## config.mk

```make
export PLATFORM = sky130hd
export DESIGN_NAME = ap_tag_resolver_flat
export DESIGN_NICKNAME = d
export VERILOG_FILES = /design/src/rtl/ap_tag_resolver_if.sv /design/src/rtl/ap_tag_resolver.sv /design/src/flat_wrapper.sv
export SDC_FILE = /design/constraint.sdc
export NUM_CORES = 1
export LEC_CHECK = 0
export CAP_MARGIN = 40
export CORE_ASPECT_RATIO = 1.5
export CORE_MARGIN = 2
export CORE_UTILIZATION = 37
export DETAILED_ROUTE_END_ITERATION = 6
export GPL_ROUTABILITY_DRIVEN = 0
export HOLD_SLACK_MARGIN = 0.1
export MAX_ROUTING_LAYER = met4
export PLACE_DENSITY = 0.78
export SLEW_MARGIN = 20
export SYNTH_ARGS = -nofsm -noshare
export SYNTH_HDL_FRONTEND = slang
export SYNTH_SLANG_ARGS = --single-unit
```

## constraint.sdc

```tcl
create_clock -name clk -period 2.4 [get_ports clk]
set_clock_uncertainty 0.1 [all_clocks]
set_input_delay 0.36 -clock clk [delete_from_list [all_inputs] [get_ports clk]]
set_output_delay 0.36 -clock clk [all_outputs]
set_load 0.03 [all_outputs]
```

## src/rtl/ap_tag_resolver_if.sv

```systemverilog
// Bundle of compare/tag signals between the cell_F column array (master) and ap_tag_resolver (slave).
interface ap_tag_resolver_if #(
  parameter int DATA_DEPTH = 4,
  parameter int NUM_COLS   = 8,
  parameter int CNT_W      = 3
);
  logic [NUM_COLS*DATA_DEPTH-1:0] tag_cell_bus;
  logic                           cmp_valid;
  logic                           cmp_last;
  logic                           wr_done;
  logic                           abort;
  logic [DATA_DEPTH-1:0]          tag;
  logic                           busy;
  logic                           match_any;
  logic [CNT_W-1:0]               match_cnt;
  logic [CNT_W-1:0]               first_idx;
  logic                           done;

  modport master (
    output tag_cell_bus, cmp_valid, cmp_last, wr_done, abort,
    input  tag, busy, match_any, match_cnt, first_idx, done
  );

  modport slave (
    input  tag_cell_bus, cmp_valid, cmp_last, wr_done, abort,
    output tag, busy, match_any, match_cnt, first_idx, done
  );
endinterface

```

## src/rtl/ap_tag_resolver.sv

```systemverilog
// Row-tag resolver for the cell_F column array: ANDs column match lines, accumulates over a compare
// sequence, resolves count/first responder and holds the tag for the write pass. Option: TAG_ACCUM_EN.
module ap_tag_resolver #(
  parameter int DATA_DEPTH = 4,
  parameter int NUM_COLS   = 8,
  parameter int CNT_W      = 3
) (
  input  logic               clk,
  input  logic               rst_In,
  ap_tag_resolver_if.slave   bus
);

  typedef enum logic [1:0] {
    ST_IDLE    = 2'd0,
    ST_CMP     = 2'd1,
    ST_RESOLVE = 2'd2,
    ST_HOLD    = 2'd3
  } state_t;

  function automatic logic [CNT_W-1:0] popcount(input logic [DATA_DEPTH-1:0] v);
    logic [CNT_W-1:0] cnt;
    cnt = {CNT_W{1'b0}};
    for (int i = 0; i < DATA_DEPTH; i++) begin
      cnt = cnt + CNT_W'(v[i]);
    end
    return cnt;
  endfunction

  // Scan from the top so the lowest set row wins; 0 when nothing is set.
  function automatic logic [CNT_W-1:0] lowest_set(input logic [DATA_DEPTH-1:0] v);
    logic [CNT_W-1:0] idx;
    idx = {CNT_W{1'b0}};
    for (int i = DATA_DEPTH - 1; i >= 0; i--) begin
      if (v[i]) begin
        idx = CNT_W'(i);
      end else begin
        idx = idx;
      end
    end
    return idx;
  endfunction

  state_t                state_r, state_nxt_s;
  logic [DATA_DEPTH-1:0] row_match_s;
  logic [DATA_DEPTH-1:0] acc_r, acc_nxt_s;
  logic [DATA_DEPTH-1:0] tag_r, tag_nxt_s;
  logic                  match_any_r, match_any_nxt_s;
  logic [CNT_W-1:0]      match_cnt_r, match_cnt_nxt_s;
  logic [CNT_W-1:0]      first_idx_r, first_idx_nxt_s;
  logic                  done_r, done_nxt_s;
  logic                  busy_r, busy_nxt_s;
  logic [DATA_DEPTH-1:0] acc_cmp_s;

  // A row matches only when every column reports a match for it.
  always_comb begin
    row_match_s = {DATA_DEPTH{1'b1}};
    for (int r = 0; r < DATA_DEPTH; r++) begin
      for (int c = 0; c < NUM_COLS; c++) begin
        row_match_s[r] = row_match_s[r] & bus.tag_cell_bus[c*DATA_DEPTH+r];
      end
    end
  end

`ifdef TAG_ACCUM_EN
  // Later compares of a sequence add rows to the tag.
  always_comb begin
    acc_cmp_s = acc_r | row_match_s;
  end
`else
  // Later compares of a sequence replace the tag.
  always_comb begin
    acc_cmp_s = row_match_s;
  end
`endif

  // Next-state and next-output logic; abort overrides everything else.
  always_comb begin
    state_nxt_s     = state_r;
    acc_nxt_s       = acc_r;
    tag_nxt_s       = tag_r;
    match_any_nxt_s = match_any_r;
    match_cnt_nxt_s = match_cnt_r;
    first_idx_nxt_s = first_idx_r;
    done_nxt_s      = 1'b0;
    if (bus.abort) begin
      state_nxt_s = ST_IDLE;
      acc_nxt_s   = {DATA_DEPTH{1'b0}};
      tag_nxt_s   = {DATA_DEPTH{1'b0}};
    end else begin
      case (state_r)
        ST_IDLE: begin
          if (bus.cmp_valid) begin
            acc_nxt_s   = row_match_s;
            state_nxt_s = bus.cmp_last ? ST_RESOLVE : ST_CMP;
          end else begin
            state_nxt_s = ST_IDLE;
          end
        end
        ST_CMP: begin
          if (bus.cmp_valid) begin
            acc_nxt_s   = acc_cmp_s;
            state_nxt_s = bus.cmp_last ? ST_RESOLVE : ST_CMP;
          end else begin
            state_nxt_s = ST_CMP;
          end
        end
        ST_RESOLVE: begin
          match_cnt_nxt_s = popcount(acc_r);
          match_any_nxt_s = |acc_r;
          first_idx_nxt_s = lowest_set(acc_r);
          tag_nxt_s       = acc_r;
          state_nxt_s     = ST_HOLD;
        end
        ST_HOLD: begin
          if (bus.wr_done) begin
            done_nxt_s  = 1'b1;
            tag_nxt_s   = {DATA_DEPTH{1'b0}};
            acc_nxt_s   = {DATA_DEPTH{1'b0}};
            state_nxt_s = ST_IDLE;
          end else begin
            state_nxt_s = ST_HOLD;
          end
        end
        default: begin
          state_nxt_s = ST_IDLE;
          acc_nxt_s   = {DATA_DEPTH{1'b0}};
          tag_nxt_s   = {DATA_DEPTH{1'b0}};
        end
      endcase
    end
    busy_nxt_s = (state_nxt_s != ST_IDLE);
  end

  // State and output registers.
  always_ff @(posedge clk or posedge rst_In) begin
    if (rst_In) begin
      state_r     <= ST_IDLE;
      acc_r       <= {DATA_DEPTH{1'b0}};
      tag_r       <= {DATA_DEPTH{1'b0}};
      match_any_r <= 1'b0;
      match_cnt_r <= {CNT_W{1'b0}};
      first_idx_r <= {CNT_W{1'b0}};
      done_r      <= 1'b0;
      busy_r      <= 1'b0;
    end else begin
      state_r     <= state_nxt_s;
      acc_r       <= acc_nxt_s;
      tag_r       <= tag_nxt_s;
      match_any_r <= match_any_nxt_s;
      match_cnt_r <= match_cnt_nxt_s;
      first_idx_r <= first_idx_nxt_s;
      done_r      <= done_nxt_s;
      busy_r      <= busy_nxt_s;
    end
  end

  assign bus.tag       = tag_r;
  assign bus.busy      = busy_r;
  assign bus.match_any = match_any_r;
  assign bus.match_cnt = match_cnt_r;
  assign bus.first_idx = first_idx_r;
  assign bus.done      = done_r;

endmodule

```

## src/flat_wrapper.sv

```systemverilog
// flat-port wrapper written by rule: the top's interface ports become plain ports
module ap_tag_resolver_flat 
#(
  parameter int DATA_DEPTH = 4,
  parameter int NUM_COLS   = 8,
  parameter int CNT_W      = 3
)
  (clk, rst_In, bus_tag_cell_bus, bus_cmp_valid, bus_cmp_last, bus_wr_done, bus_abort, bus_tag, bus_busy, bus_match_any, bus_match_cnt, bus_first_idx, bus_done);
  ap_tag_resolver_if #(.DATA_DEPTH(DATA_DEPTH), .NUM_COLS(NUM_COLS), .CNT_W(CNT_W)) bus_i ();
  input  logic clk;
  input  logic rst_In;
  input wire logic [$bits(bus_i.tag_cell_bus)-1:0] bus_tag_cell_bus;
  input wire logic [$bits(bus_i.cmp_valid)-1:0] bus_cmp_valid;
  input wire logic [$bits(bus_i.cmp_last)-1:0] bus_cmp_last;
  input wire logic [$bits(bus_i.wr_done)-1:0] bus_wr_done;
  input wire logic [$bits(bus_i.abort)-1:0] bus_abort;
  output wire logic [$bits(bus_i.tag)-1:0] bus_tag;
  output wire logic [$bits(bus_i.busy)-1:0] bus_busy;
  output wire logic [$bits(bus_i.match_any)-1:0] bus_match_any;
  output wire logic [$bits(bus_i.match_cnt)-1:0] bus_match_cnt;
  output wire logic [$bits(bus_i.first_idx)-1:0] bus_first_idx;
  output wire logic [$bits(bus_i.done)-1:0] bus_done;
  assign bus_i.tag_cell_bus = bus_tag_cell_bus;
  assign bus_i.cmp_valid = bus_cmp_valid;
  assign bus_i.cmp_last = bus_cmp_last;
  assign bus_i.wr_done = bus_wr_done;
  assign bus_i.abort = bus_abort;
  assign bus_tag = bus_i.tag;
  assign bus_busy = bus_i.busy;
  assign bus_match_any = bus_i.match_any;
  assign bus_match_cnt = bus_i.match_cnt;
  assign bus_first_idx = bus_i.first_idx;
  assign bus_done = bus_i.done;
  ap_tag_resolver #(.DATA_DEPTH(DATA_DEPTH), .NUM_COLS(NUM_COLS), .CNT_W(CNT_W)) u_core (.clk(clk), .rst_In(rst_In), .bus(bus_i));
endmodule
```

### Word level (Yosys, flattened, before mapping)

Index checks and enable logic that the tools add are counted.

* input port bits: 38
* ROM bits: 0
* logic and storage cells: 73
* output and inout bits: 13
* memories kept: 0
* memory bits (writable): 0
* latch bits: 0
* register bits after elaboration: 19

* div/mod/pow operators: 0
* order comparisons: 0
* eq/ne operators: 5
* shift-type cells: 0
* bitwise gates (word level): 29
* $add $sub $neg: 3
* reduce and logical (&&, ||, !) cells: 9
* multiply operators: 0
* multiplexer cells: 19

Operators by type and width (number)
* bitwise AND 1 bit: 28
* two-way mux 2 bit: 9
* two-way mux 4 bit: 4
* case mux 4 bit (2 select lines): 2
* case mux 2 bit (4 select lines): 1
* adder 3 x 1 -> 3 bit: 2
* nonzero test 3 bit: 2
* equality test 2 bit (second input constant): 2
* AND reduction 2 bit: 2
* OR reduction 4 bit: 1
* two-way mux 1 bit: 3
* inequality test 3 x 1 -> 1 bit (second input constant): 1
* inequality test 3 bit (second input constant): 1
* AND reduction 3 bit: 1
* adder 1 x 1 -> 2 bit: 1
* equality test 2 x 1 -> 1 bit (second input constant): 1
* zero test 2 bit: 1
* nonzero test 2 bit: 1
* OR reduction 2 bit: 1
* NOT 1 bit: 1

### Logic depth before layout (Yosys ltp)

* depth after elaboration: 10
* depth in mapped cells: 6
* depth with buffers taken out: 6

### Worst setup path before layout

Ideal clock, no wire load.

* path kind: register -> register
* from: register u_core.acc_r[0]
* to: register u_core.match_cnt_r[1], in the netlist u_core.bus.match_cnt[1]
* setup slack: 0.723 ns
* period minus slack after synthesis: 1.677 ns
* data arrival time: 1.460 ns
* required time: 2.183 ns
* library setup time: 0.117 ns
* stages on the path, launching flop included: 7
* buffers on the path: 0
* path through: dfrtp_1 inv_1 ha_1 fa_1 ha_1 nand2_1 nand2_1

* word-level cells in the longest chain between the ends: 3

Ends and longest elaborated chain
* start, declared: RTL line ap_tag_resolver.sv:45 `logic [DATA_DEPTH-1:0] acc_r, acc_nxt_s;`
* start signal, assigned: RTL line ap_tag_resolver.sv:138 `acc_r <= {DATA_DEPTH{1'b0}};`
* start signal, assigned: RTL line ap_tag_resolver.sv:147 `acc_r <= acc_nxt_s;`
* adder 1 x 1 -> 2 bit: RTL line ap_tag_resolver.sv:24 `cnt = cnt + CNT_W'(v[i]);`
* adder 3 x 1 -> 3 bit (2 in a row): RTL line ap_tag_resolver.sv:24
* end signal, assigned: RTL line ap_tag_resolver.sv:141 `match_cnt_r <= {CNT_W{1'b0}};`
* end signal, assigned: RTL line ap_tag_resolver.sv:150 `match_cnt_r <= match_cnt_nxt_s;`
* end, declared: RTL line ap_tag_resolver.sv:48 `logic [CNT_W-1:0] match_cnt_r, match_cnt_nxt_s;`

No other way between the ends.
A chain may end at the register's enable or synchronous reset.

### Final worst setup path

* from: register u_core.first_idx_r[1], in the netlist u_core.bus.first_idx[1]
* to: output bus_first_idx[1]

RTL lines
* start, declared: RTL line ap_tag_resolver.sv:49 `logic [CNT_W-1:0] first_idx_r, first_idx_nxt_s;`
* start signal, assigned: RTL line ap_tag_resolver.sv:142 `first_idx_r <= {CNT_W{1'b0}};`
* start signal, assigned: RTL line ap_tag_resolver.sv:151 `first_idx_r <= first_idx_nxt_s;`
* end, declared: RTL line flat_wrapper.sv:21 `output wire logic [$bits(bus_i.first_idx)-1:0] bus_first_idx;`

No word-level cell between the ends.

==> results.json <==
{
  "clockBufferDepth": 2,
  "synth_nets": 135,
  "clk_latency_ns": 0.28,
  "hold_buffers": 0,
  "leakagePower_nw": 0.607,
  "netlist_area_um2": 905,
  "ys_seq_area_share_pct": 49.8,
  "yosys_warnings": 0,
  "ir_drop_mv": 0.240,
  "setup_viol": 0,
  "powerDensity_nw_per_um2": 417,
  "grt-ovfl-total": 0,
  "synth_top_area_share_pct": 49.8,
  "synth_cell_type_count": 25,
  "crit_buf_inv": 1,
  "via_count": 868,
  "final_common_cell": "clkdlybuf4s50_1",
  "clock_sinks": 18,
  "synthCells": 93,
  "rsz0062_at_grt": "no",
  "rr_startpoint": "u_core.acc_r[0]$_DFFE_PP0P_",
  "placed_area_um2": 1420,
  "finalHoldViolations": 0,
  "first_pass_iters": 4,
  "cts_inserted_buffers": 3,
  "ant_nets": 0,
  "die_area_um2": 2860,
  "period_needed_ns": 1.79,
  "postCtsSetupBuffers": 0,
  "drc_errors": 0,
  "final_cell_area_um2": 1440,
  "grt_pass1_vias": 877,
  "cp_top_family": "buffers and inverters",
  "synth_top_cell_by_area": "dfrtp_1",
  "critical_path_class": "flip-flop to primary output",
  "slowest_delay_ns": 0.67,
  "register_area_um2": 450,
  "tightest_slew_ns": 0.656,
  "crit_chain": "clkdlybuf4s50_1",
  "critPathMaxFanout": 2,
  "end_kind": "primary output",
  "power.total_uw": 600,
  "nets": 187,
  "max_cap_viol_count": 0,
  "dp_hpwl_um": 1720,
  "htree_num_levels": 1,
  "slew-limit-headroom_pct": 56.2,
  "tritoncts": "built",
  "io_pins": 51,
  "syn_area_per_cell_um2": 9.73,
  "worst_setup_path_start_kind": "flip-flop",
  "routed_wl_um": 2040,
  "die-width_um": 44.4,
  "required_ns": 1.94,
  "synthTopCellsByArea": "dfrtp_1, nand2_1, nand4_1, ha_1, nand4b_1",
  "grt_max_degree": 19,
  "crit_start": "u_core.bus.first_idx[1]$_DFFE_PP0P_",
  "hp-class": "primary input to async pin",
  "core_area_um2": 2390,
  "route.detailed.wl_per_inst_um": 12.2,
  "drv_slew": 0,
  "antenna_cells": 0,
  "drive_above_1_share_pct": 5.59,
  "grt_use_total_pct": 17.1,
  "multi_input_area_um2": 423,
  "clk_pin_slew_ns": 0.09,
  "final_cell_mix": "clkdlybuf4s50_1, dfrtp_1, nand2_1",
  "start_util_pct": 37.8,
  "root_buffer": "clkbuf_4",
  "cts_resized": 0,
  "antenna_found_initial": 0,
  "status": "completed",
  "ys_ff_latch": 18,
  "tns_ns": 0,
  "critPathArrivalTime_ns": 1.33,
  "fmax_mhz": 558,
  "rows": 22,
  "period_share_pct": 74.7,
  "hold-worst-slack_ns": 0.361,
  "port_buffers": 49,
  "fillCellCount": 217,
  "avgViaCountPerCell": 5.20,
  "grt_pass1_wl_um": 3560,
  "drt_iter0_markers": 11,
  "slowest_stage": "clkdlybuf4s50_1",
  "fp.dieH_um": 64.6,
  "area_growth_pct": 59.1
}
==> routing by layer <==
metal	track usage, %	vias to the layer above	share of wire, %
li1	-	433	-
met1	18.5	390	37
met2	29.4	43	55
met3	1.95	2	6.5
met4	9.09	0	1.3
met5	-	-	0
==> through the flow <==
step | worst slack, ns | instances | utilization, %
6_report | 0.606 | 167 | 60.1
3_5_place_dp | 0.599 | 164 | 59.1
2_1_floorplan | 0.723 | 93 | -
3_3_place_gp | 0.607 | 164 | 59.1
5_1_grt | 0.513 | 167 | 60.1
4_1_cts | 0.604 | 167 | 60.1
==> sequential cells by signal, summed over array words and instances (netlist names) <==
| register | flops |
|---|---|
| u_core.acc_r | 4 |
| u_core.bus.busy | 1 |
| u_core.bus.done | 1 |
| u_core.bus.first_idx | 2 |
| u_core.bus.match_any | 1 |
| u_core.bus.match_cnt | 3 |
| u_core.bus.tag | 4 |
| u_core.state_r | 2 |
==> power by group <==
part	internal (mW)	switching [mW]	total (mW)	leakage, nW
registers	0.313	0.00752	0.321	0.246
clock network	0.0583	0.0849	0.143	0.0138
logic	0.0806	0.0557	0.136	0.347
==> kinds of logic after synthesis <==
group	synth area share, %
simple gates	25.9
compound gates	14.1
flops	49.8
buf+inv	3.46
fa+ha+maj	6.36
other cells	0.415
==> final cells by class <==
cell class                 count  area share, %
multi-input combinational     68           29.4
tap                           24           2.09
sequential                    18           31.3
inverter                       4           1.04
timing repair buffer          50           34.6
clock buffer                   3           1.57
==> final timing paths <==
kind / slack, ns / to / cells past startpoint
setup / recovery: 0.61 / bus_first_idx[1] / 1
hold / removal: 0.36 / u_core.bus.done$_DFF_PP0_ / 2
setup reg to reg: 0.63 / u_core.bus.match_cnt[1]$_DFFE_PP0P_ / 6
hold reg to reg: 0.38 / u_core.bus.match_cnt[0]$_DFFE_PP0P_ / 2
max in group asynchronous: 1.42 / u_core.bus.tag[1]$_DFFE_PP0P_ / 2
min in group clk: 0.38 / u_core.bus.match_cnt[0]$_DFFE_PP0P_ / 2
==> synth_stat cells <==
master,number
a21boi_0,1
a21oi_1,5
a31oi_1,2
buf_2,1
buf_4,1
clkbuf_1,1
conb_1,1
dfrtp_1,18
fa_1,1
ha_1,3
inv_1,4
nand2_1,16
nand2b_1,2
nand3_1,1
nand4_1,8
nand4b_1,4
nor2_1,5
nor2b_1,3
nor3b_2,1
o21ai_0,6
o22ai_1,1
o31ai_1,4
o41ai_2,1
or2_2,2
or3b_1,1
Power figures use the tool's default switching activity.
